**src/rtl/adc_pkg.sv**
```systemverilog
// Shared definitions for the ADC line capture block: FSM encoding, the format
// conversion mask and the averaging-exponent clamp.
package adc_pkg;

    typedef enum logic {
        IDLE,
        ACTIVE
    } state_e;

    // XOR mask that flips only the MSB of a width-bit sample (offset-binary to two's complement).
    function automatic logic [63:0] msb_mask(input int unsigned width);
        return 64'(1) << (width - 1);
    endfunction

    function automatic int unsigned clamp_avg(input int unsigned req, input int unsigned max_log2);
        return (req > max_log2) ? max_log2 : req;
    endfunction

endpackage

```
**src/rtl/adc_fmt_stage.sv**
```systemverilog
// Free-running input pipeline: IOB capture of the ADC bus, optional MSB inversion
// and detection of raw samples sitting at either rail.
module adc_fmt_stage
    import adc_pkg::*;
#(
    parameter int DATA_W = 12
) (
    input  logic              clk_i,
    input  logic              rst_i,
    input  logic [DATA_W-1:0] data_i,
    input  logic              fmt_signed_i,
    output logic [DATA_W-1:0] conv_o,
    output logic              raw_clip_o
);

    localparam logic [DATA_W-1:0] MSB_MASK = DATA_W'(msb_mask(DATA_W));

    logic [DATA_W-1:0] iob_q;
    logic [DATA_W-1:0] conv_q;
    logic              raw_clip_q;

    // Clip is judged on the raw pins so it is independent of the output format.
    always_ff @(posedge clk_i) begin
        if (rst_i) begin
            iob_q      <= '0;
            conv_q     <= '0;
            raw_clip_q <= 1'b0;
        end else begin
            iob_q      <= data_i;
            conv_q     <= iob_q ^ (fmt_signed_i ? MSB_MASK : '0);
            raw_clip_q <= (iob_q == '0) || (iob_q == '1);
        end
    end

    assign conv_o     = conv_q;
    assign raw_clip_o = raw_clip_q;

endmodule

```
**src/rtl/adc_line_capture.sv**
```systemverilog
// Line framing, box-car averaging over 2^k samples and the IDLE/ACTIVE control FSM
// for the ADC front end; emits one strobed pixel per averaging window.
module adc_line_capture
    import adc_pkg::*;
#(
    parameter  int DATA_W       = 12,
    parameter  int AVG_MAX_LOG2 = 3,
    parameter  int PIX_W        = 12,
    localparam int AVG_W        = $clog2(AVG_MAX_LOG2 + 1)
) (
    input  logic              adc_clk_i,
    input  logic              rst_i,
    input  logic [DATA_W-1:0] adc_data_i,
    input  logic              fmt_signed_i,
    input  logic [AVG_W-1:0]  avg_log2_i,
    input  logic [PIX_W-1:0]  line_len_i,
    input  logic              line_start_i,
    output logic [DATA_W-1:0] dout_o,
    output logic              dvalid_o,
    output logic [PIX_W-1:0]  pix_idx_o,
    output logic              line_busy_o,
    output logic              line_done_o,
    output logic              clip_o
);

    localparam int ACC_W = DATA_W + AVG_MAX_LOG2;
    localparam int CNT_W = (AVG_MAX_LOG2 > 0) ? AVG_MAX_LOG2 : 1;

    logic [DATA_W-1:0] conv;
    logic              raw_clip;

    adc_fmt_stage #(
        .DATA_W(DATA_W)
    ) u_fmt (
        .clk_i       (adc_clk_i),
        .rst_i       (rst_i),
        .data_i      (adc_data_i),
        .fmt_signed_i(fmt_signed_i),
        .conv_o      (conv),
        .raw_clip_o  (raw_clip)
    );

    state_e             state_q, state_d;
    logic               fmt_q, fmt_d;
    logic [AVG_W-1:0]   avg_q, avg_d;
    logic [PIX_W-1:0]   len_q, len_d;
    logic [ACC_W-1:0]   acc_q, acc_d;
    logic [CNT_W-1:0]   cnt_q, cnt_d;
    logic [PIX_W-1:0]   pix_cnt_q, pix_cnt_d;
    logic [DATA_W-1:0]  dout_q, dout_d;
    logic               dvalid_q, dvalid_d;
    logic [PIX_W-1:0]   pix_idx_q, pix_idx_d;
    logic               busy_q, busy_d;
    logic               done_q, done_d;
    logic               zero_pend_q, zero_pend_d;
    logic               clip_q, clip_d;

    logic [ACC_W-1:0]        sample_ext;
    logic [ACC_W-1:0]        sum;
    logic signed [ACC_W-1:0] sum_s;
    logic [ACC_W-1:0]        shifted;
    logic [CNT_W-1:0]        win_max;

    always_ff @(posedge adc_clk_i) begin
        if (rst_i) begin
            state_q     <= IDLE;
            fmt_q       <= 1'b0;
            avg_q       <= '0;
            len_q       <= '0;
            acc_q       <= '0;
            cnt_q       <= '0;
            pix_cnt_q   <= '0;
            dout_q      <= '0;
            dvalid_q    <= 1'b0;
            pix_idx_q   <= '0;
            busy_q      <= 1'b0;
            done_q      <= 1'b0;
            zero_pend_q <= 1'b0;
            clip_q      <= 1'b0;
        end else begin
            state_q     <= state_d;
            fmt_q       <= fmt_d;
            avg_q       <= avg_d;
            len_q       <= len_d;
            acc_q       <= acc_d;
            cnt_q       <= cnt_d;
            pix_cnt_q   <= pix_cnt_d;
            dout_q      <= dout_d;
            dvalid_q    <= dvalid_d;
            pix_idx_q   <= pix_idx_d;
            busy_q      <= busy_d;
            done_q      <= done_d;
            zero_pend_q <= zero_pend_d;
            clip_q      <= clip_d;
        end
    end

    // A zero-length line still owes the consumer a LINE_DONE, delayed one cycle via zero_pend.
    always_comb begin
        state_d     = state_q;
        fmt_d       = fmt_q;
        avg_d       = avg_q;
        len_d       = len_q;
        acc_d       = acc_q;
        cnt_d       = cnt_q;
        pix_cnt_d   = pix_cnt_q;
        dout_d      = dout_q;
        dvalid_d    = 1'b0;
        pix_idx_d   = pix_idx_q;
        busy_d      = busy_q;
        done_d      = zero_pend_q;
        zero_pend_d = 1'b0;
        clip_d      = clip_q;

        sample_ext = fmt_q ? ACC_W'($signed(conv)) : ACC_W'(conv);
        sum        = acc_q + sample_ext;
        sum_s      = sum;
        if (fmt_q) begin
            shifted = sum_s >>> avg_q;
        end else begin
            shifted = sum >> avg_q;
        end
        win_max = CNT_W'((32'(1) << avg_q) - 1);

        case (state_q)
            IDLE: begin
                if (line_start_i) begin
                    fmt_d     = fmt_signed_i;
                    len_d     = line_len_i;
                    avg_d     = AVG_W'(clamp_avg(32'(avg_log2_i), AVG_MAX_LOG2));
                    acc_d     = '0;
                    cnt_d     = '0;
                    pix_cnt_d = '0;
                    clip_d    = 1'b0;
                    if (line_len_i != '0) begin
                        busy_d  = 1'b1;
                        state_d = ACTIVE;
                    end else begin
                        zero_pend_d = 1'b1;
                    end
                end
            end
            ACTIVE: begin
                if (raw_clip) begin
                    clip_d = 1'b1;
                end
                if (cnt_q == win_max) begin
                    dout_d    = shifted[DATA_W-1:0];
                    dvalid_d  = 1'b1;
                    pix_idx_d = pix_cnt_q;
                    pix_cnt_d = pix_cnt_q + PIX_W'(1);
                    acc_d     = '0;
                    cnt_d     = '0;
                    if (pix_cnt_q == len_q - PIX_W'(1)) begin
                        done_d  = 1'b1;
                        busy_d  = 1'b0;
                        state_d = IDLE;
                    end
                end else begin
                    acc_d = sum;
                    cnt_d = cnt_q + CNT_W'(1);
                end
            end
            default: state_d = IDLE;
        endcase
    end

    assign dout_o      = dout_q;
    assign dvalid_o    = dvalid_q;
    assign pix_idx_o   = pix_idx_q;
    assign line_busy_o = busy_q;
    assign line_done_o = done_q;
    assign clip_o      = clip_q;

endmodule

```
**config.mk**
```make
export PLATFORM = sky130hd
export DESIGN_NAME = adc_line_capture
export DESIGN_NICKNAME = d
export VERILOG_FILES = /design/src/rtl/adc_pkg.sv /design/src/rtl/adc_fmt_stage.sv /design/src/rtl/adc_line_capture.sv
export SDC_FILE = /design/constraint.sdc
export NUM_CORES = 1
export LEC_CHECK = 0
export CORE_MARGIN = 2
export CORE_UTILIZATION = 51
export DETAILED_ROUTE_END_ITERATION = 12
export GPL_ROUTABILITY_DRIVEN = 0
export GPL_TIMING_DRIVEN = 0
export PLACE_DENSITY = 0.76
export SYNTH_ARGS = -nofsm -noshare
export SYNTH_HDL_FRONTEND = slang
export SYNTH_SLANG_ARGS = --single-unit
```
**constraint.sdc**
```tcl
create_clock -name adc_clk_i -period 2.5 [get_ports adc_clk_i]
set_input_delay 0.25 -clock adc_clk_i [delete_from_list [all_inputs] [get_ports adc_clk_i]]
set_output_delay 0.25 -clock adc_clk_i [all_outputs]
set_load 0.02 [all_outputs]
```
[Yosys cells after proc, flatten, opt, wreduce, memory -nomap -nowiden]
Index checks and enable logic that the tools add are counted.
Word-level totals
  register bits after elaboration: 100
  input port bits: 30
  output and inout bits: 28
  word-level logic and storage cells: 76
Operators by class
  reduce and logical (&&, ||, !) cells: 10
  shift-type cells: 3
  bitwise logic cells: 3
  multiplexer cells: 30
  equality and inequality tests: 8
  add/subtract/negate cells: 5
Operators with widths (count)
  12-bit two-way mux: 4
  15-bit two-way mux: 3
  15-bit one-hot mux with 2 select lines: 1
  12-bit one-hot mux with 2 select lines: 1
  15-bit adder: 1
  1-bit two-way mux: 15
  15-bit by 2-bit right shift with 12-bit output: 1
  15-bit by 2-bit >>> shifter with 12-bit output: 1
  12-bit by 1-bit adder with 12-bit output (second input constant): 1
  12-bit equality test: 1
  12-bit equality test (second input constant): 1
  12-bit zero test: 1
  12-bit nonzero test: 1
  12-bit by 1-bit subtractor with 12-bit output (second input constant): 1
  12-bit XOR: 1
  2-bit AND reduction: 4
  3-bit two-way mux: 2
  2-bit by 1-bit inequality test with 1-bit output (second input constant): 3
  1-bit one-hot mux with 2 select lines: 3
  3-bit one-hot mux with 2 select lines: 1
  2-bit inequality test (second input constant): 2
  4-bit AND reduction: 1
  3-bit by 1-bit adder with 3-bit output (second input constant): 1
  3-bit equality test: 1
  6 further kinds: 7

[Depth between registers and ports, before layout]
  depth after elaboration: 5
  depth in mapped cells: 10
  gate-level depth less buffers: 10

[Cells and area by module]
A second synthesis with hierarchy kept.
Second synthesis, totals
  cells, all modules: 576
  area, all modules: 5088.6 um2
Modules (own cells, without submodules)
  adc_line_capture: cells an instance 514, seq. area each 1501.4 um2, area each 4347.9 um2, times used 1
  adc_fmt_stage: cells an instance 62, seq. area each 500.5 um2, area each 740.7 um2, times used 1

[Worst setup path after synthesis]
Ideal clock, no wire load.
  kind: register to register
  from: register u_fmt.conv_q[0], in the netlist u_fmt.conv_o[0]
  to: register dout_q[7], in the netlist dout_o[7]
  slack: -71 ps
  arrival: 2457 ps
  library setup time: 114 ps
  required time: 2386 ps
  cell stages (with the launch flop): 10
  path through: dfxtp_1 ha_1 fa_1 a211oi_2 o211ai_2 a31o_2 a211oi_2 nor2_1 mux4_2 a21o_1
On the way
  word-level cells in the longest chain between the ends: 4
  elaborated cells between the ends (all ways): 5
Ends and longest elaborated chain
  start: declaration: RTL line adc_fmt_stage.sv:19  | logic [DATA_W-1:0] conv_q;
  start signal: assignment: RTL line adc_fmt_stage.sv:30  | conv_q <= iob_q ^ (fmt_signed_i ? MSB_MASK : '0);
  15-bit two-way mux (*): RTL line adc_line_capture.sv:115  | sample_ext = fmt_q ? ACC_W'($signed(conv)) : ACC_W'(conv);
  15-bit adder (*): RTL line adc_line_capture.sv:116  | sum = acc_q + sample_ext;
  15-bit by 2-bit right shift with 12-bit output / 15-bit by 2-bit >>> shifter with 12-bit output (equally long branches): RTL line adc_line_capture.sv:121, adc_line_capture.sv:119
  12-bit two-way mux (*): RTL line adc_line_capture.sv:118  | if (fmt_q) begin
  end signal: assignment: RTL line adc_line_capture.sv:88  | dout_q <= dout_d;
  end: declaration: RTL line adc_line_capture.sv:50  | logic [DATA_W-1:0] dout_q, dout_d;
Every way passes the cells marked *; elsewhere a longest branch is shown, timed or not.
A chain may end at the register's enable or synchronous reset.

[Worst setup path after layout]
  from: register acc_q[0]
  to: register dout_q[7], in the netlist dout_o[7]
On the way
  word-level cells in the longest chain between the ends: 3
  elaborated cells between the ends (all ways): 4
Ends and longest elaborated chain
  start: declaration: RTL line adc_line_capture.sv:47  | logic [ACC_W-1:0] acc_q, acc_d;
  start signal: assignment: RTL line adc_line_capture.sv:70  | acc_q <= '0;
  start signal: assignment: RTL line adc_line_capture.sv:85  | acc_q <= acc_d;
  15-bit adder (*): RTL line adc_line_capture.sv:116
  15-bit by 2-bit right shift with 12-bit output / 15-bit by 2-bit >>> shifter with 12-bit output (equally long branches): RTL line adc_line_capture.sv:121, adc_line_capture.sv:119
  12-bit two-way mux (*): RTL line adc_line_capture.sv:118
Marks and branches as above.

==> summary.md <==
| Metric | Value |
|---|---|
| Ratio of cells with drive above 1 in the final layout | 0.152 |
| Leakage | 2.29 nW |
| Flop2flop setup slack | -0.17 ns |
| Share of flip-flops with an asynchronous set or reset | 0 |
| CTS clock-pin slew for the worst setup and hold paths | ~0.10 ns |
| Die X | just over 100 µm |
| Num CTS Buffers | 9 |
| Post-synth EDFFs | 0 |
| Area of the mapped netlist | 0.00507 mm² |
| Critical path class | reg2reg |
| Element type at the critical path end | register |
| Final HPWL DP | 9760 µm |
| Category of the worst setup path launch point | register |
| Min setup slack post-route | -0.175 ns |
| Final number of max-transition violations | 0 |
| Cell taking the most area after synthesis | sky130_fd_sc_hd__dfxtp_1 |
| Via count of the first global-routing pass | 4,489 |
| PortBufs | 56 |
| Worst Hold Class | in2reg |
| Worst Reg2Reg Path Length in Cells | 9 |
| Net count of the finished layout | ~700 |
| Area inside the core boundary | 0.00973 mm² |
| Maximum count of clock buffers along a single path | 2 |
| TritonCTS clock tree | built |
| Remaining global-route overflow | 0 |
| Area share of the largest cell type after synthesis | 0.395 |
| Fin. Hold Viols | 0 |
| Number of H-tree levels | 3 |
| Combined global-route utilization of all metal layers | 0.242 |
| Total detailed-routing wirelength | 13,600 µm |
| Number of standard cells after synthesis | 577 |
| Time the final worst path needs with I/O delays and setup | 2.67 ns |
| Ranking of synthesized cells by area | sky130_fd_sc_hd__dfxtp_1 39%, sky130_fd_sc_hd__nor2_1 4.4%, sky130_fd_sc_hd__ha_1 4.2% |
| Yosys synthesis warning count | 0 |
| Skew final | 0.0103 ns |
| TritonRoute pass-1 iters | 7 |
| Power per unit of standard cell area | ~530 mW/mm² |
| Synthesized net count | ~630 |
| Initial core utilization | 0.521 |
| Hold depth | 3 |
| Antenna violations before repair | 0 |
| Finish-stage setup viols | 5 |
| Initial detailed-routing violation count | between 200 and 300 |
| Worst rel slew slack | 0.370 |
| DRC Markers | 0 |
| Setup WS pre-CTS | -0.336 ns |
| Slew at the pin closest to its max-slew limit | roughly 0.94 ns |
| Antenna cell count | 0 |
| Chip Height | 104 µm |
| Clock sink total | 100 |
| Maximum net fanout on the critical path | 3 |
| Pin count of the biggest net entering global routing | 19 |
| Final period utilization | 1.07 |
| Unrepaired setup endpoints after global routing | true |
| Sequential area share after synthesis | 0.395 |
| Number of synthesized register bits | 100 |
| Insertion delay of the later-clocked pin in the worst-skew pair | around 0.38 ns |
| Number of placement rows | 36 |
| Routed vias | 4,734 |
| Run status | finished, violations left |
| Drt wl/cell | around 17 µm |
| First-pass GRT wire length | 21,200 µm |
| Average vias per placed instance | 5.98 |
| VDD IR-drop max | around 280 µV |
| Crit path required time | 2.78 ns |
| Area Overhead vs Synth | 24.9% |
| Antenna-violating nets left | 0 |
| Die area | 0.0108 mm² |
| Most used cells in the layout excluding fill and tap cells | 96 x sky130_fd_sc_hd__dfxtp_1, 59 x sky130_fd_sc_hd__nor2_1, 56 x sky130_fd_sc_hd__clkdlybuf4s50_1, 40 x sky130_fd_sc_hd__nand2_1, 35 x sky130_fd_sc_hd__a21oi_1 |
| Fmax | ~370 MHz |
| Ports placed on the boundary | 58 |
| Number of max-capacitance violations reported | 0 |
| Yosys cell types | 67 |
| Endpoint arrival time on the critical path | 2.96 ns |
| Syn_area_per_cell | around 8.8 µm² |
| Synth Flop Type | sky130_fd_sc_hd__dfxtp_1 |
| Failing checks | negative setup slack |
| Sum of negative setup slack | -0.494 ns |
| Most common cell after layout, fill and taps aside | sky130_fd_sc_hd__dfxtp_1 |
| Root buf cell | sky130_fd_sc_hd__clkbuf_8 |
==> worst paths after layout <==
check / from / endpoint
setup / recovery: acc_q[0] / dout_o[7]
hold / removal: rst_i / dout_o[10]
setup reg to reg: acc_q[0] / dout_o[7]
hold reg to reg: pix_idx_o[0] / pix_idx_o[0]
==> final cells by class <==
type / count / area (µm²)
clock buffer: 10 / 138
sequential: 100 / 2010
fill: 840 / 3390
multi-input combinational: 428 / 3130
clock inverter: 6 / 56.3
inverter: 15 / 56.3
timing repair buffer: 66 / 636
buffer: 33 / 148
tap: 133 / 166
==> worst max-delay path, stage by stage (launching register included) <==
cell and delay (ns):
sky130_fd_sc_hd__dfxtp_2 0.35, sky130_fd_sc_hd__ha_4 0.16, sky130_fd_sc_hd__fa_2 0.37, sky130_fd_sc_hd__a211oi_4 0.29, sky130_fd_sc_hd__o211ai_2 0.19, sky130_fd_sc_hd__a31o_2 0.30
sky130_fd_sc_hd__a211oi_4 0.25, sky130_fd_sc_hd__nor2_2 0.07, sky130_fd_sc_hd__mux4_2 0.45, sky130_fd_sc_hd__a21o_1 0.16
==> state kept, by name, indices dropped and copies added, names as in the netlist, 2 cells and up <==
name          cells
acc_q            15
dout_o           12
len_q            12
pix_cnt_q        12
pix_idx_o        12
u_fmt.conv_o     12
u_fmt.iob_q      12
cnt_q             3
avg_q             2
==> through the flow <==
| stage | cells | utilization | hold slack, ns | instance area [µm²] | total power (W) |
|---|---|---|---|---|---|
| final | 791 | 0.651 | 0.384 | 6330 | 0.00338 |
| after global routing | 791 | 0.651 | 0.408 | 6330 | 0.00352 |
| after CTS | 786 | 0.628 | 0.378 | 6110 | 0.00335 |
| after detailed placement | 766 | 0.596 | 0.449 | 5800 | 0.00233 |
| after global placement | 766 | 0.596 | 0.443 | 5800 | 0.00231 |
| after floorplan | 577 | - | 0.376 | 5080 | 0.00212 |
==> cell families (layout without fill, tap and decap cells) <==
kind of cell,after synthesis,after routing,synth area share
multiplexers,12,12,0.0387
XOR/XNOR,24,24,0.0414
AND/OR/NAND/NOR,221,221,0.226
AO/OA/AOI/OAI,153,153,0.213
flip-flops,100,100,0.395
buffers and inverters,49,130,0.0407
adder cells (fa/ha/maj),18,18,0.0459
==> cells in the mapped netlist, types with 3 or more instances <==
cell	number
sky130_fd_sc_hd__dfxtp_1	100
sky130_fd_sc_hd__nor2_1	60
sky130_fd_sc_hd__nand2_1	44
sky130_fd_sc_hd__a21oi_1	40
sky130_fd_sc_hd__nor2b_1	28
sky130_fd_sc_hd__clkbuf_1	26
sky130_fd_sc_hd__ha_1	17
sky130_fd_sc_hd__o21ai_0	17
sky130_fd_sc_hd__a22o_1	15
sky130_fd_sc_hd__a22oi_1	15
sky130_fd_sc_hd__nor3_1	15
sky130_fd_sc_hd__xnor2_1	15
sky130_fd_sc_hd__inv_1	14
sky130_fd_sc_hd__nand3_1	13
sky130_fd_sc_hd__nand3b_1	13
sky130_fd_sc_hd__nor4_1	10
sky130_fd_sc_hd__xor2_1	9
sky130_fd_sc_hd__a31oi_1	7
sky130_fd_sc_hd__a211oi_1	6
sky130_fd_sc_hd__and3_1	6
sky130_fd_sc_hd__buf_2	6
sky130_fd_sc_hd__mux4_2	6
sky130_fd_sc_hd__o21ai_1	6
sky130_fd_sc_hd__or3_1	6
sky130_fd_sc_hd__a21o_1	5
sky130_fd_sc_hd__mux2i_1	5
sky130_fd_sc_hd__nand4_1	5
sky130_fd_sc_hd__nand4b_1	4
sky130_fd_sc_hd__nor3b_1	4
sky130_fd_sc_hd__o211ai_1	4
sky130_fd_sc_hd__a211o_1	3
sky130_fd_sc_hd__a211oi_2	3
sky130_fd_sc_hd__a311oi_1	3
sky130_fd_sc_hd__or4_1	3
==> layer usage <==
metal  GRT usage  share of wire  wire (µm)  vias up
li1            -              -          -     2256
met4       0.109          0.036        489        0
met5           0              0          0        -
met2       0.446           0.52       7020      152
met3      0.0384          0.037        505       51
met1       0.275           0.41       5550     2275
==> where the power goes <==
part	total [W]	switching, W	internal, W	leakage (nW)
sequential	0.00171	0.0000535	0.00166	0.817
combinational	0.000653	0.000368	0.000284	1.38
clock	0.00102	0.000608	0.000408	0.0965
==> what timing repair did <==
| item | 4_1_cts | 5_1_grt |
|---|---|---|
| pin swaps | 10 | 25 |
| setup endpoints to repair | 9 | 13 |
| hold buffers | 0 | 0 |
| gates resized for setup | 16 | 41 |
| setup buffers | 5 | 7 |
No activity file was read; power rests on OpenSTA's default activity.
